### config.mk
export PLATFORM = sky130hd
export DESIGN_NAME = wb_arbiter_scoreboard_flat
export DESIGN_NICKNAME = d
export VERILOG_FILES = /design/src/rtl/wb_arbiter_scoreboard_if.sv /design/src/rtl/wb_arbiter_scoreboard.sv /design/src/flat_wrapper.sv
export SDC_FILE = /design/constraint.sdc
export NUM_CORES = 1
export LEC_CHECK = 0
export CAP_MARGIN = 25
export CORE_MARGIN = 3
export CORE_UTILIZATION = 47
export CTS_CLUSTER_DIAMETER = 40
export DETAILED_ROUTE_END_ITERATION = 10
export PLACE_DENSITY = 0.76
export SLEW_MARGIN = 20
export SYNTH_ARGS = -nofsm -noshare
export SYNTH_HDL_FRONTEND = slang
export SYNTH_SLANG_ARGS = --single-unit
### constraint.sdc
create_clock -name clk -period 2.3 [get_ports clk]
set_clock_uncertainty 0.15 [all_clocks]
set_input_delay 0.46 -clock clk [delete_from_list [all_inputs] [get_ports clk]]
set_output_delay 0.46 -clock clk [all_outputs]
set_load 0.005 [all_outputs]
### src/rtl/wb_arbiter_scoreboard_if.sv
// Writeback bus between the issue, ALU and memory sources and the register-file write port.
// The DUT uses the slave side; the driving environment uses the master side.
interface wb_arbiter_scoreboard_if #(
    parameter int unsigned XLEN       = 32,
    parameter int unsigned FIFO_DEPTH = 4
);
    localparam int unsigned CW = $clog2(FIFO_DEPTH) + 1;

    logic            issue_valid;
    logic [4:0]      issue_rd;
    logic            alu_valid;
    logic [4:0]      alu_rd;
    logic [XLEN-1:0] alu_data;
    logic            mem_valid;
    logic            mem_ready;
    logic [4:0]      mem_rd;
    logic [XLEN-1:0] mem_data;
    logic [31:0]     busy;
    logic [CW-1:0]   fifo_count;
    logic            WE3;
    logic [4:0]      A3;
    logic [XLEN-1:0] WD3;

    modport slave (
        input  issue_valid, issue_rd,
        input  alu_valid, alu_rd, alu_data,
        input  mem_valid, mem_rd, mem_data,
        output mem_ready, busy, fifo_count,
        output WE3, A3, WD3
    );

    modport master (
        output issue_valid, issue_rd,
        output alu_valid, alu_rd, alu_data,
        output mem_valid, mem_rd, mem_data,
        input  mem_ready, busy, fifo_count,
        input  WE3, A3, WD3
    );
endinterface

### src/rtl/wb_arbiter_scoreboard.sv
// Writeback arbiter: ALU results take priority over buffered memory returns on the register-file
// write port; a per-register busy scoreboard tracks destinations that have not yet committed.
module wb_arbiter_scoreboard #(
    parameter int unsigned XLEN       = 32,
    parameter int unsigned FIFO_DEPTH = 4
) (
    input logic                    clk,
    input logic                    rst_n,
    wb_arbiter_scoreboard_if.slave bus
);
    localparam int unsigned PW = (FIFO_DEPTH > 1) ? $clog2(FIFO_DEPTH) : 1;
    localparam int unsigned CW = $clog2(FIFO_DEPTH) + 1;

    logic [PW-1:0]   r_wptr;
    logic [PW-1:0]   r_rptr;
    logic [CW-1:0]   r_count;
    logic [4:0]      r_fifo_rd   [FIFO_DEPTH];
    logic [XLEN-1:0] r_fifo_data [FIFO_DEPTH];

    logic            r_we3;
    logic [4:0]      r_a3;
    logic [XLEN-1:0] r_wd3;
    logic [31:1]     r_busy;

    logic            w_mem_ready;
    logic            w_push;
    logic            w_pop;
    logic [4:0]      w_head_rd;
    logic [XLEN-1:0] w_head_data;
    logic [31:1]     w_busy_d;

    // Ready comes only from the registered count, so a full FIFO never takes a same-cycle push.
    assign w_mem_ready = (r_count < CW'(FIFO_DEPTH));
    assign w_push      = bus.mem_valid && w_mem_ready;
    assign w_pop       = !bus.alu_valid && (r_count != '0);
    assign w_head_rd   = r_fifo_rd[r_rptr];
    assign w_head_data = r_fifo_data[r_rptr];

    // Set (new issue) wins over clear (write committing at this same edge).
    always_comb begin
        w_busy_d = r_busy;
        for (int r = 1; r < 32; r++) begin
            if (bus.issue_valid && (bus.issue_rd == 5'(r))) begin
                w_busy_d[r] = 1'b1;
            end else if (r_we3 && (r_a3 == 5'(r))) begin
                w_busy_d[r] = 1'b0;
            end
        end
    end

    // Storage needs no reset: only entries below r_count are ever read.
    always_ff @(posedge clk) begin
        if (w_push) begin
            r_fifo_rd[r_wptr]   <= bus.mem_rd;
            r_fifo_data[r_wptr] <= bus.mem_data;
        end
    end

    always_ff @(posedge clk or negedge rst_n) begin
        if (!rst_n) begin
            r_wptr  <= '0;
            r_rptr  <= '0;
            r_count <= '0;
            r_we3   <= 1'b0;
            r_a3    <= '0;
            r_wd3   <= '0;
            r_busy  <= '0;
        end else begin
            r_busy <= w_busy_d;

            if (bus.alu_valid) begin
                r_we3 <= (bus.alu_rd != 5'd0);
                r_a3  <= bus.alu_rd;
                r_wd3 <= bus.alu_data;
            end else if (w_pop) begin
                r_we3 <= (w_head_rd != 5'd0);
                r_a3  <= w_head_rd;
                r_wd3 <= w_head_data;
            end else begin
                r_we3 <= 1'b0;
            end

            if (w_push) begin
                r_wptr <= r_wptr + PW'(1);
            end
            if (w_pop) begin
                r_rptr <= r_rptr + PW'(1);
            end

            case ({w_push, w_pop})
                2'b10:   r_count <= r_count + CW'(1);
                2'b01:   r_count <= r_count - CW'(1);
                default: r_count <= r_count;
            endcase
        end
    end

    assign bus.mem_ready  = w_mem_ready;
    assign bus.fifo_count = r_count;
    assign bus.busy       = {r_busy, 1'b0};
    assign bus.WE3        = r_we3;
    assign bus.A3         = r_a3;
    assign bus.WD3        = r_wd3;

endmodule

### src/flat_wrapper.sv
// flat-port wrapper written by rule: the top's interface ports become plain ports
module wb_arbiter_scoreboard_flat 
#(
    parameter int unsigned XLEN       = 32,
    parameter int unsigned FIFO_DEPTH = 4
)
  (clk, rst_n, bus_issue_valid, bus_issue_rd, bus_alu_valid, bus_alu_rd, bus_alu_data, bus_mem_valid, bus_mem_rd, bus_mem_data, bus_mem_ready, bus_busy, bus_fifo_count, bus_WE3, bus_A3, bus_WD3);
  wb_arbiter_scoreboard_if #(.XLEN(XLEN), .FIFO_DEPTH(FIFO_DEPTH)) bus_i ();
  input logic clk;
  input logic rst_n;
  input wire logic [$bits(bus_i.issue_valid)-1:0] bus_issue_valid;
  input wire logic [$bits(bus_i.issue_rd)-1:0] bus_issue_rd;
  input wire logic [$bits(bus_i.alu_valid)-1:0] bus_alu_valid;
  input wire logic [$bits(bus_i.alu_rd)-1:0] bus_alu_rd;
  input wire logic [$bits(bus_i.alu_data)-1:0] bus_alu_data;
  input wire logic [$bits(bus_i.mem_valid)-1:0] bus_mem_valid;
  input wire logic [$bits(bus_i.mem_rd)-1:0] bus_mem_rd;
  input wire logic [$bits(bus_i.mem_data)-1:0] bus_mem_data;
  output wire logic [$bits(bus_i.mem_ready)-1:0] bus_mem_ready;
  output wire logic [$bits(bus_i.busy)-1:0] bus_busy;
  output wire logic [$bits(bus_i.fifo_count)-1:0] bus_fifo_count;
  output wire logic [$bits(bus_i.WE3)-1:0] bus_WE3;
  output wire logic [$bits(bus_i.A3)-1:0] bus_A3;
  output wire logic [$bits(bus_i.WD3)-1:0] bus_WD3;
  assign bus_i.issue_valid = bus_issue_valid;
  assign bus_i.issue_rd = bus_issue_rd;
  assign bus_i.alu_valid = bus_alu_valid;
  assign bus_i.alu_rd = bus_alu_rd;
  assign bus_i.alu_data = bus_alu_data;
  assign bus_i.mem_valid = bus_mem_valid;
  assign bus_i.mem_rd = bus_mem_rd;
  assign bus_i.mem_data = bus_mem_data;
  assign bus_mem_ready = bus_i.mem_ready;
  assign bus_busy = bus_i.busy;
  assign bus_fifo_count = bus_i.fifo_count;
  assign bus_WE3 = bus_i.WE3;
  assign bus_A3 = bus_i.A3;
  assign bus_WD3 = bus_i.WD3;
  wb_arbiter_scoreboard #(.XLEN(XLEN), .FIFO_DEPTH(FIFO_DEPTH)) u_core (.clk(clk), .rst_n(rst_n), .bus(bus_i));
endmodule
* Yosys cells after proc, flatten, opt, wreduce, memory -nomap -nowiden
Memory sizes are Yosys's and may differ from the RTL's.
Index checks and enable logic that the tools add are counted.
** Storage, ports and cells
- Register bits after elaboration :: 76
- Bits in latches :: 0
- Bits in writable memories :: 148
- Memory bits (read-only) :: 0
- Input port bits :: 84
- Output and inout port bits :: 74
- Word-level logic and storage cells :: 280
- Memories :: 2
** Cells by class
- Add/sub/neg operators :: 4
- $mul :: 0
- Div/mod/pow operators :: 0
- Order comparisons :: 1
- Equal/unequal tests :: 64
- Shift operators :: 0
- Mux-type cells :: 71
- Bitwise operators :: 0
- Reductions and logical operators :: 101
** Memories
- u_core.r_fifo_data :: words 4, width 32, read ports 1, clocked after memory_dff 0, write ports 1, line wb_arbiter_scoreboard.sv:18 : logic [XLEN-1:0] r_fifo_data [FIFO_DEPTH];
- u_core.r_fifo_rd :: words 4, width 5, read ports 1, clocked after memory_dff 0, write ports 1, line wb_arbiter_scoreboard.sv:17 : logic [4:0] r_fifo_rd [FIFO_DEPTH];
** Operator list (count)
- $eq 5x5->1 const B :: 32
- $eq 5x4->1 const B :: 16
- $mux 1 :: 66
- $reduce_bool 2->1 :: 33
- $logic_and 1x1->1 :: 64
- $mux 32 :: 2
- $eq 5x3->1 const B :: 8
- $eq 5x2->1 const B :: 4
- $eq 5x1->1 const B :: 2
- $mux 5 :: 2
- $reduce_bool 5->1 :: 2
- $pmux 3 s2 :: 1
- $add 2x1->2 const B :: 2
- $add 3x1->3 const B :: 1
- $lt 3x3->1 const B :: 1
- $reduce_bool 3->1 :: 1
- $sub 3x1->3 const B :: 1
- $eq 2x1->1 const B :: 1
- $eq 2x2->1 const B :: 1
- $logic_not 1->1 :: 1

* Longest topological paths before layout
Gate-level depths: netlist of the first run.
- Depth after elaboration :: 4
- Gate-level depth with buffers :: 9
- Mapped depth without buffers :: 8

* Worst setup path after synthesis of the first run
Ideal clock, no wire load.
- Path kind :: input to register
- Start point :: input port bus_mem_valid
- End point :: memory u_core.r_fifo_data[0][0] (enable)
- Setup time :: 0.398 ns
- Arrival :: 1.730 ns
- Required time :: 1.752 ns
- Setup slack :: 0.022 ns
- Stages :: 3
- Cell sequence :: nor2b_1 -> clkbuf_1 -> and2_1
** On the way
- Longest elaborated chain between the ends :: 3
** Ends and longest elaborated chain
- from (decl) :: line flat_wrapper.sv:16 : input wire logic [$bits(bus_i.mem_valid)-1:0] bus_mem_valid;
- $logic_and 1x1->1 :: line wb_arbiter_scoreboard.sv:34 : assign w_push = bus.mem_valid && w_mem_ready;
- $mux 1 :: line wb_arbiter_scoreboard.sv:53 : if (w_push) begin
- $mux 1 (implied by the code) :: line wb_arbiter_scoreboard.sv:55 : r_fifo_data[r_wptr] <= bus.mem_data;
- to (decl) :: line wb_arbiter_scoreboard.sv:18
Every way passes these cells.

* Worst setup path after layout of the first run
- Start point :: register u_core.r_a3[4] (netlist: u_core.bus.A3[4])
- End point :: output port bus_A3[4]
** RTL lines
- from (decl) :: line wb_arbiter_scoreboard.sv:21 : logic [4:0] r_a3;
- from (signal assigned) :: line wb_arbiter_scoreboard.sv:73 : r_a3 <= bus.alu_rd;
- from (signal assigned) :: line wb_arbiter_scoreboard.sv:77 : r_a3 <= w_head_rd;
- to (decl) :: line flat_wrapper.sv:23 : output wire logic [$bits(bus_i.A3)-1:0] bus_A3;
No word-level cell between the ends.

==> metrics.yaml, run 1 <==
cts:
  cts_tree: "done"
  cts_buffers: 29
  cts-htree-levels: 1
  clock_sinks: 224
  path_clk_slew_ps: 60
  clk_path_buf_depth: 3
  insertion_delay_ps: 530
  clockRootBuffer: "clkbuf_16"
worst_setup_path:
  critPathSlowestCell: "clkdlybuf4s50_1"
  critical_path_class: "flop to primary output"
  cp-end-kind: "primary output"
  cp.required_ps: 1690
  cp_max_fo: 10
  cp_top_family: "buffers and inverters"
  critPathLaunchType: "flop"
  slowest_delay_ps: 560
  cp.arrival_ps: 1620
  critPathBufInv: 1
  crit_chain: "clkdlybuf4s50_1"
placed_design:
  post-dp-hpwl_um: 13400
  port_buffers: 156
  pre_cts_slack_ps: -40.1
  dp_cells: 906
  place.gp.congestion: 0.822
yosys:
  yosys.area.top_type: "edfxtp_1"
  syn_inst: 521
  synth_fp_nets: 611
  ys_ff_latch: 224
  yosysUniqueCellTypes: 36
  synth_top_area_share_pct: 50.7
  synthTopCellsByArea: "edfxtp_1, dfrtp_1, mux4_2"
  netlist_area_um2: 8760
  avgSynthCellArea_um2: 16.8
  ys_seq_area_share_pct: 72.4
  yosysWarnings: 0
sta:
  finalSetupViolations: 0
  rsz0062_at_grt: "false"
  tns_ps: 0
  tightest_slew_ps: 574
  layout_setup_ws_ps: 74.2
  fin_crit_sh_pct: 96.8
  drv_slew: 0
  fmax_mhz: 449
  fin_crit_ps: 2230
  hold_violations: 0
  max_slew_margin_pct: 61.7
cells_and_area:
  instances_no_fill: 964
  final_common_cell: "clkdlybuf4s50_1"
  fin_util_pct: 65.6
  synthToLayoutAreaGrowth_pct: 35.8
  drive_gt1_share_pct: 16.6
  layout_common_cells: "clkdlybuf4s50_1, edfxtp_1, o21ai_0"
  final_nets: 801
floorplan:
  die_width_um: 143
  dieArea_um2: 20300
  boundaryPins: 158
  die_h_um: 143
  start_util_pct: 48.3
  core_um2: 18100
  num_rows: 49
run:
  max_cap_viol_count: 0
route:
  vias: 5387
  wl_um: 20100
  drtIter0Drc: 384
  drtPass1Iterations: 5
  routedWlPerCell_um: 20.8
  postRouteAntennaNets: 0
  vias_per_cell: 5.59
  drcViolationCount: 0
grt:
  grt_max_degree: 70
  antenna_found_initial: 0
  globalRoute.totalOverflow: 0
  grt_usage_pct: 19.7
  first_global_vias: 5741
  grt_pass1_wl_um: 31200
pwr:
  vdd_ir_drop_max_uv: 845
  p_leak_nw: 4.30
  power.density_nw_per_um2: 1270
  totalPowerFinal_mw: 15.1
outcome:
  status: "finished clean"
worst_hold_path:
  hold_path.class: "input port to flop"
==> cell type report <==
class                      instances  area [um2]
timing repair buffer             181        1870
antenna                            1        2.50
fill                            1243        6250
clock buffer                      32         737
tap                              229         287
multi-input combinational        268        2300
sequential                       224        6350
clock inverter                    22         324
inverter                           7        26.3
==> synthesized netlist by cell type <==
master     number
a21o_1          4
a221o_1         2
a22o_1          4
and2_1          4
buf_1           3
buf_2           5
buf_4           1
buf_6           1
clkbuf_1       12
conb_1          1
dfrtp_1        76
edfxtp_1      148
fa_1            1
ha_1            5
inv_1           7
mux2i_1        33
mux4_1          3
mux4_2         34
nand2_1        40
nand2b_1        6
nand3_1         4
nand4_1         2
nand4b_1        3
nand4bb_1       3
nor2_1          4
nor2b_1         4
nor3_1          2
nor3b_1         2
nor4_1          1
o21ai_0        95
or2_0           1
or2_2           2
or4_1           1
or4b_2          1
xnor2_1         3
xor2_1          3
==> final timing paths <==
path                                                    start                             end  slack [ps]  depth (start not counted)
worst max-delay path             u_core.bus.A3[4]$_DFFE_PN0P_                       bus_A3[4]          70                          1
worst max register to register   u_core.r_rptr[0]$_DFFE_PN0P_        u_core.bus.WE3$_DFF_PN0_         130                          3
worst min-delay path                            bus_alu_valid    u_core.r_rptr[0]$_DFFE_PN0P_         250                          4
max in group asynchronous                               rst_n   u_core.r_busy[22]$_DFFE_PN0P_        1100                          3
min in group asynchronous                               rst_n  u_core.bus.WD3[30]$_DFFE_PN0P_         330                          2
worst min register to register  u_core.bus.WD3[6]$_DFFE_PN0P_   u_core.bus.WD3[6]$_DFFE_PN0P_         330                          2
==> where the power goes <==
part	internal (mW)	switching [mW]
sequential	5.35	0.600
combinational	2.48	1.81
clock	3.05	1.76
==> flip-flops by register name, indices dropped and copies added, names as in the netlist <==
register,flops
u_core.r_fifo_data,128
u_core.bus.WD3,32
u_core.r_busy,31
u_core.r_fifo_rd,20
u_core.bus.A3,5
u_core.bus.fifo_count,3
u_core.r_rptr,2
u_core.r_wptr,2
u_core.bus.WE3,1
==> metal layers <==
layer | wire length, um | share of wire (%) | track usage [%]
met5 | 0 | 0 | 0
met4 | 378 | 1.9 | 4.30
met3 | 1700 | 8.5 | 5.04
met2 | 9850 | 49 | 33.2
met1 | 8170 | 41 | 26.0
==> worst register-to-register path: stages (launching register included) <==
cell     delay (ps)
dfrtp_2         420
mux4_1          590
or4_1           540
a221o_1         360
==> stage by stage <==
stage                     cell area [um2]  hold WS, ps
after detailed placement            10800          322
after global routing                11900          288
after floorplan                      8760         14.4
after global placement              10800          312
final                               11900          254
after CTS                           11900          243
==> logic make-up after synthesis <==
| logic type | count (synthesis) | share of synthesized area [%] |
|---|---|---|
| muxes | 70 | 13.4 |
| AOI/OAI and AO/OA | 105 | 6.40 |
| other | 1 | 0.0428 |
| adders and majority gates | 6 | 0.943 |
| and+or+nand+nor | 80 | 4.71 |
| DFF | 224 | 72.4 |
| buffers and inverters | 29 | 1.44 |
| xor gates and xnor gates | 6 | 0.600 |
==> timing repair <==
item	CTS	global route
hold buffers	1	0
setup endpoints to repair	0	4
hold endpoints to repair	36	0
buffers inserted	0	2
gates resized for setup	0	3
Power figures use the tool's default switching activity.
==> run 2, diff against run 1 <==
--- a/config.mk
+++ b/config.mk
@@ -6,12 +6,10 @@
 export NUM_CORES = 1
 export LEC_CHECK = 0
 export CAP_MARGIN = 25
-export CORE_MARGIN = 3
 export CORE_UTILIZATION = 47
 export CTS_CLUSTER_DIAMETER = 40
 export DETAILED_ROUTE_END_ITERATION = 10
 export PLACE_DENSITY = 0.76
-export SLEW_MARGIN = 20
 export SYNTH_ARGS = -nofsm -noshare
 export SYNTH_HDL_FRONTEND = slang
 export SYNTH_SLANG_ARGS = --single-unit
==> run 2 against run 1 <==
  * The run now ends with design-rule violations left
  * Register-to-register slack lost 70 ps
  * Sequential cell count is the same
  * Sequential power about the same
  * Utilization fell by 0.54 points
  * Clock power shrank 8.9%
  * Sequential share of layout area grew 0.61 points
  * Critical endpoint is now u_core.bus.WE3$_DFF_PN0_
==> metrics.yaml, run 2 (same netlist as run 1, synthesis figures left out) <==
worst_setup_path:
  crit_start: "u_core.r_rptr[0]$_DFFE_PN0P_"
  reg2regPathDepth: 3  # unchanged
  crit-reg2reg-launch: "u_core.r_rptr[0]$_DFFE_PN0P_"
  cp.arrival_ps: 2490  # +870 ps
  cp_max_fo: 6  # -4
  cp.required_ps: 2550  # +860 ps
  critPathLaunchType: "flop"
  critical_path_class: "flop to flop"
  cp-end-kind: "flop"
grt:
  use_met1_pct: 27.9  # +1.9 points
  globalRoute.totalOverflow: 0  # unchanged
  first_global_vias: 5659  # -1.4%
  grtUsageMet3_pct: 4.50  # -0.54 points
  grt_use_met2_pct: 36.0  # +2.8 points
  grt_pass1_wl_um: 31100  # -0.27%
  grt_max_degree: 50  # -29%
  antenna_found_initial: 0  # unchanged
  busiest_layer: "met2"
  grt_usage_pct: 21.1  # +1.4 points
cells_and_area:
  max_flop_register: "u_core.r_fifo_data"
  drive_gt1_share_pct: 16.6  # -0.069 points
  synthToLayoutAreaGrowth_pct: 34.2
  n_antenna_cell: 0  # -1
  final_common_cell: "clkdlybuf4s50_1"
  final_nets: 799  # -0.25%
  fin_util_pct: 65.0  # -0.54 points
  layout_common_cells: "clkdlybuf4s50_1, edfxtp_1, o21ai_0"
  instances_no_fill: 960  # -0.41%
  largest_reg_flops: 128  # unchanged
cts:
  clockRootBuffer: "clkbuf_16"
  clk_path_buf_depth: 3  # unchanged
  cts_buffers: 29  # unchanged
  clock_sinks: 224  # unchanged
  cts-htree-levels: 1  # unchanged
  cts_tree: "done"
  insertion_delay_ps: 520  # about the same
  path_clk_slew_ps: 60  # about the same
pwr:
  p_leak_nw: 4.24  # -1.4%
  power.density_nw_per_um2: 1230  # -2.4%
  vdd_ir_drop_max_uv: 607  # -28%
floorplan:
  die_width_um: 139  # -2.8%
  start_util_pct: 48.4  # +0.16 points
  die_h_um: 139  # -2.8%
  dieArea_um2: 19200  # -5.5%
  core_um2: 18100  # -0.34%
  boundaryPins: 158  # unchanged
  num_rows: 49  # unchanged
sta:
  drv_slew: 0  # unchanged
  hold_violations: 0  # unchanged
  tightest_slew_ps: 685  # +111 ps
  fin_crit_ps: 2240  # +9.93 ps
  max_slew_margin_pct: 54.3  # -7.4 points
  rsz0062_at_grt: "false"
  fin_crit_sh_pct: 97.2  # +0.43 points
  finalSetupViolations: 0  # unchanged
  fmax_mhz: 447  # -0.44%
  layout_setup_ws_ps: 64.3  # -9.93 ps
outcome:
  violations: "design-rule violations"
  status: "finished, violations left"
route:
  vias_per_cell: 5.44  # -2.7%
  vias: 5219  # -3.1%
  drtPass1Iterations: 8  # +3
  drtIter0Drc: 383  # -0.26%
  routedWlPerCell_um: 20.3  # -2.8%
  wl_um: 19500  # -3.2%
  postRouteAntennaNets: 0  # unchanged
  drcViolationCount: 32  # +32
placed_design:
  post-dp-hpwl_um: 13200  # -1.0%
  port_buffers: 156  # unchanged
  place.gp.congestion: 0.905  # +10%
  pre_cts_slack_ps: -0.224  # +39.8 ps
  dp_cells: 906  # unchanged
run:
  max_cap_viol_count: 0  # unchanged
worst_hold_path:
  hold_path.class: "flop to flop"
  min_from: "u_core.bus.WD3[23]$_DFFE_PN0P_"
  worstHoldPathCells: 2  # -2
-- run 2: final timing paths --
check	endpoint	slack [ps]
worst max-delay path	u_core.bus.WE3$_DFF_PN0_	60
max in group asynchronous	u_core.bus.WD3[7]$_DFFE_PN0P_	1030
worst min register to register	u_core.bus.WD3[23]$_DFFE_PN0P_	330
min in group asynchronous	u_core.r_busy[10]$_DFFE_PN0P_	360
worst min-delay path	u_core.bus.WD3[23]$_DFFE_PN0P_	330
worst max register to register	u_core.bus.WE3$_DFF_PN0_	60
-- run 2: where the power goes --
| group | internal [mW] | switching [mW] | leakage (nW) |
|---|---|---|---|
| Clock | 2.55 | 1.83 | 0.465 |
| Combinational | 2.43 | 1.77 | 1.56 |
| Sequential | 5.35 | 0.588 | 2.22 |
-- run 2: metal layers --
| layer | routed length, um | up-vias |
|---|---|---|
| li1 | - | 2398 |
| met1 | 8030 | 2606 |
| met2 | 9820 | 196 |
| met3 | 1420 | 19 |
| met4 | 184 | 0 |
| met5 | 0 | - |
-- run 2: area by class of cell --
class / count / area (um2)
Clock buffer: 31 / 743
Inverter: 7 / 26.3
Timing Repair Buffer: 179 / 1830
Sequential cell: 224 / 6350
Multi-Input combinational cell: 268 / 2300
Clock inverter: 22 / 224
Fill cell: 1244 / 6330
Tap cell: 229 / 287
-- run 2: what timing repair did --
| item | in CTS | in global routing |
|---|---|---|
| hold buffers | 1 | 0 |
| buffers inserted | 0 | 0 |
| endpoints found under the setup margin | 0 | 2 |
| endpoints found under the hold margin | 48 | 0 |
| gates resized for setup | 0 | 2 |
-- run 2: stage by stage --
stage | hold WS, ps | TNS [ps] | power (mW) | area (um2)
floorplan | 14.4 | 0 | 7.90 | 8760
global placement | 311 | 0 | 10.1 | 10800
detailed placement | 320 | -0.224 | 10.2 | 10800
CTS | 333 | 0 | 14.7 | 11800
global route | 363 | 0 | 15.3 | 11800
finish | 326 | 0 | 14.5 | 11800
-- run 2: critical path, stage by stage, from the launching register on --
cell	delay (ps)
dfrtp_2	450
mux4_1	600
or4_1	550
a221o_1	360
==> RTL change (settings of run 2) <==
Reset style: synchronous (`rst_n`), changed in one clocked block.
--- a/src/rtl/wb_arbiter_scoreboard.sv
+++ b/src/rtl/wb_arbiter_scoreboard.sv
@@ -56,7 +56,7 @@
         end
     end
 
-    always_ff @(posedge clk or negedge rst_n) begin
+    always_ff @(posedge clk) begin
         if (!rst_n) begin
             r_wptr  <= '0;
             r_rptr  <= '0;
Formal check against the unedited RTL: differs if rst_n is asserted again (counterexample within 4 cycles, from zero or initial values and one cycle with rst_n low); with rst_n held inactive, the same outputs for 4 cycles.
==> RTL change against run 2 <==
Clock power rose by 5%; wire length is 2.8% higher; design area hardly changed; maximum frequency is 2.5% higher; power decreased by 14%; highest routed layer is now met5; area after synthesis rose by 0.11%; worst setup slack improved by 55 ps; critical path type is now reg -> out; via count increased by 11%; the flow still finishes with violations (DRC); sequential cell count grew 2.
==> RTL change: results (changes against run 2) <==
Finish
  – Clock network area share: 0.08748 (was 0.08225)
  – Layout area overhead: 34.06% (was 34.24%)
  – Layout non-clock buf frac: 0.1586 (was 0.1556)
  – Buffers excl. clock: 181 (was 179)
  – Ratio of cells with drive above 1 in the final layout: 0.1588 (was 0.1655)

Route
  – Routed via count: 5808 (was 5219)
  – Initial DRC count: 316 (was 383)
  – DRC Markers: 14 (was 32)
  – Metal2 WL: 9944 µm (was 9819 µm)
  – M1 WL: 7951 µm (was 8030 µm)

Setup path
  – Largest stage delay, worst path: 560 ps (was 600 ps)
  – Critical Path End: bus_A3[2] (was u_core.bus.WE3$_DFF_PN0_)
  – Reg2reg path depth: 8 (was 3)
  – Max FO, Critical Path: 7 (was 6)

Synth
  – Post-synth ARST share: 0 (was 0.3393)
  – Syn Inst Count: 626 (was 521)
  – Post-synthesis compound-gate area fraction: 0.1119 (was 0.06399)
  – Synthesized Nets: 716 (was 611)
  – Post-Synth Adder-Cell Area: 0.009416 (was 0.009427)

Placed design
  – Routability Congestion: 0.9138 (was 0.9051)
  – Setup slack at placement: -332.7 ps (was -0.2236 ps)

Status
  – Failing checks: DRC (unchanged)
  – Status: complete, but fails checks (unchanged)

Power and ir drop
  – Comb power: 2.80 mW (was 4.21 mW)
  – Gate power share: 0.224 (was 0.290)

Timing
  – Fmax: 458.5 MHz (was 447.3 MHz)

Global route
  – First-pass GRT wire length: 31730 µm (was 31130 µm)
  – Global Route met3 Usage: 0.05076 (was 0.04503)
RTL change: changes by cell type after synthesis, sizes merged, moves of 6 or more:
cell and delta:
a21boi +32, a21oi +77, and2 +6, buf +9, clkbuf +7, dfrtp -76
dfxtp +78, mux2i -33, nand2 +28, nand3 +9, o21ai -24
RTL change: worst min path at each step:
stage	endpoint	slack [ps]	cells past startpoint
2_1_floorplan	u_core.r_busy[17]$_SDFFE_PN0P_	320	2
3_3_place_gp	u_core.r_busy[7]$_SDFFE_PN0P_	310	2
3_5_place_dp	u_core.r_busy[7]$_SDFFE_PN0P_	320	2
4_1_cts	u_core.bus.WD3[21]$_SDFFE_PN0P_	190	3
5_1_grt	u_core.bus.WD3[22]$_SDFFE_PN0P_	230	3
6_report	u_core.bus.WD3[21]$_SDFFE_PN0P_	210	3
RTL change: kinds of logic after synthesis:
family / after synthesis
muxes: 37
DFF: 226
other: 1
xor gates and xnor gates: 5
adders and majority gates: 6
AOI/OAI and AO/OA: 180
and+or+nand+nor: 125
buffers and inverters: 46
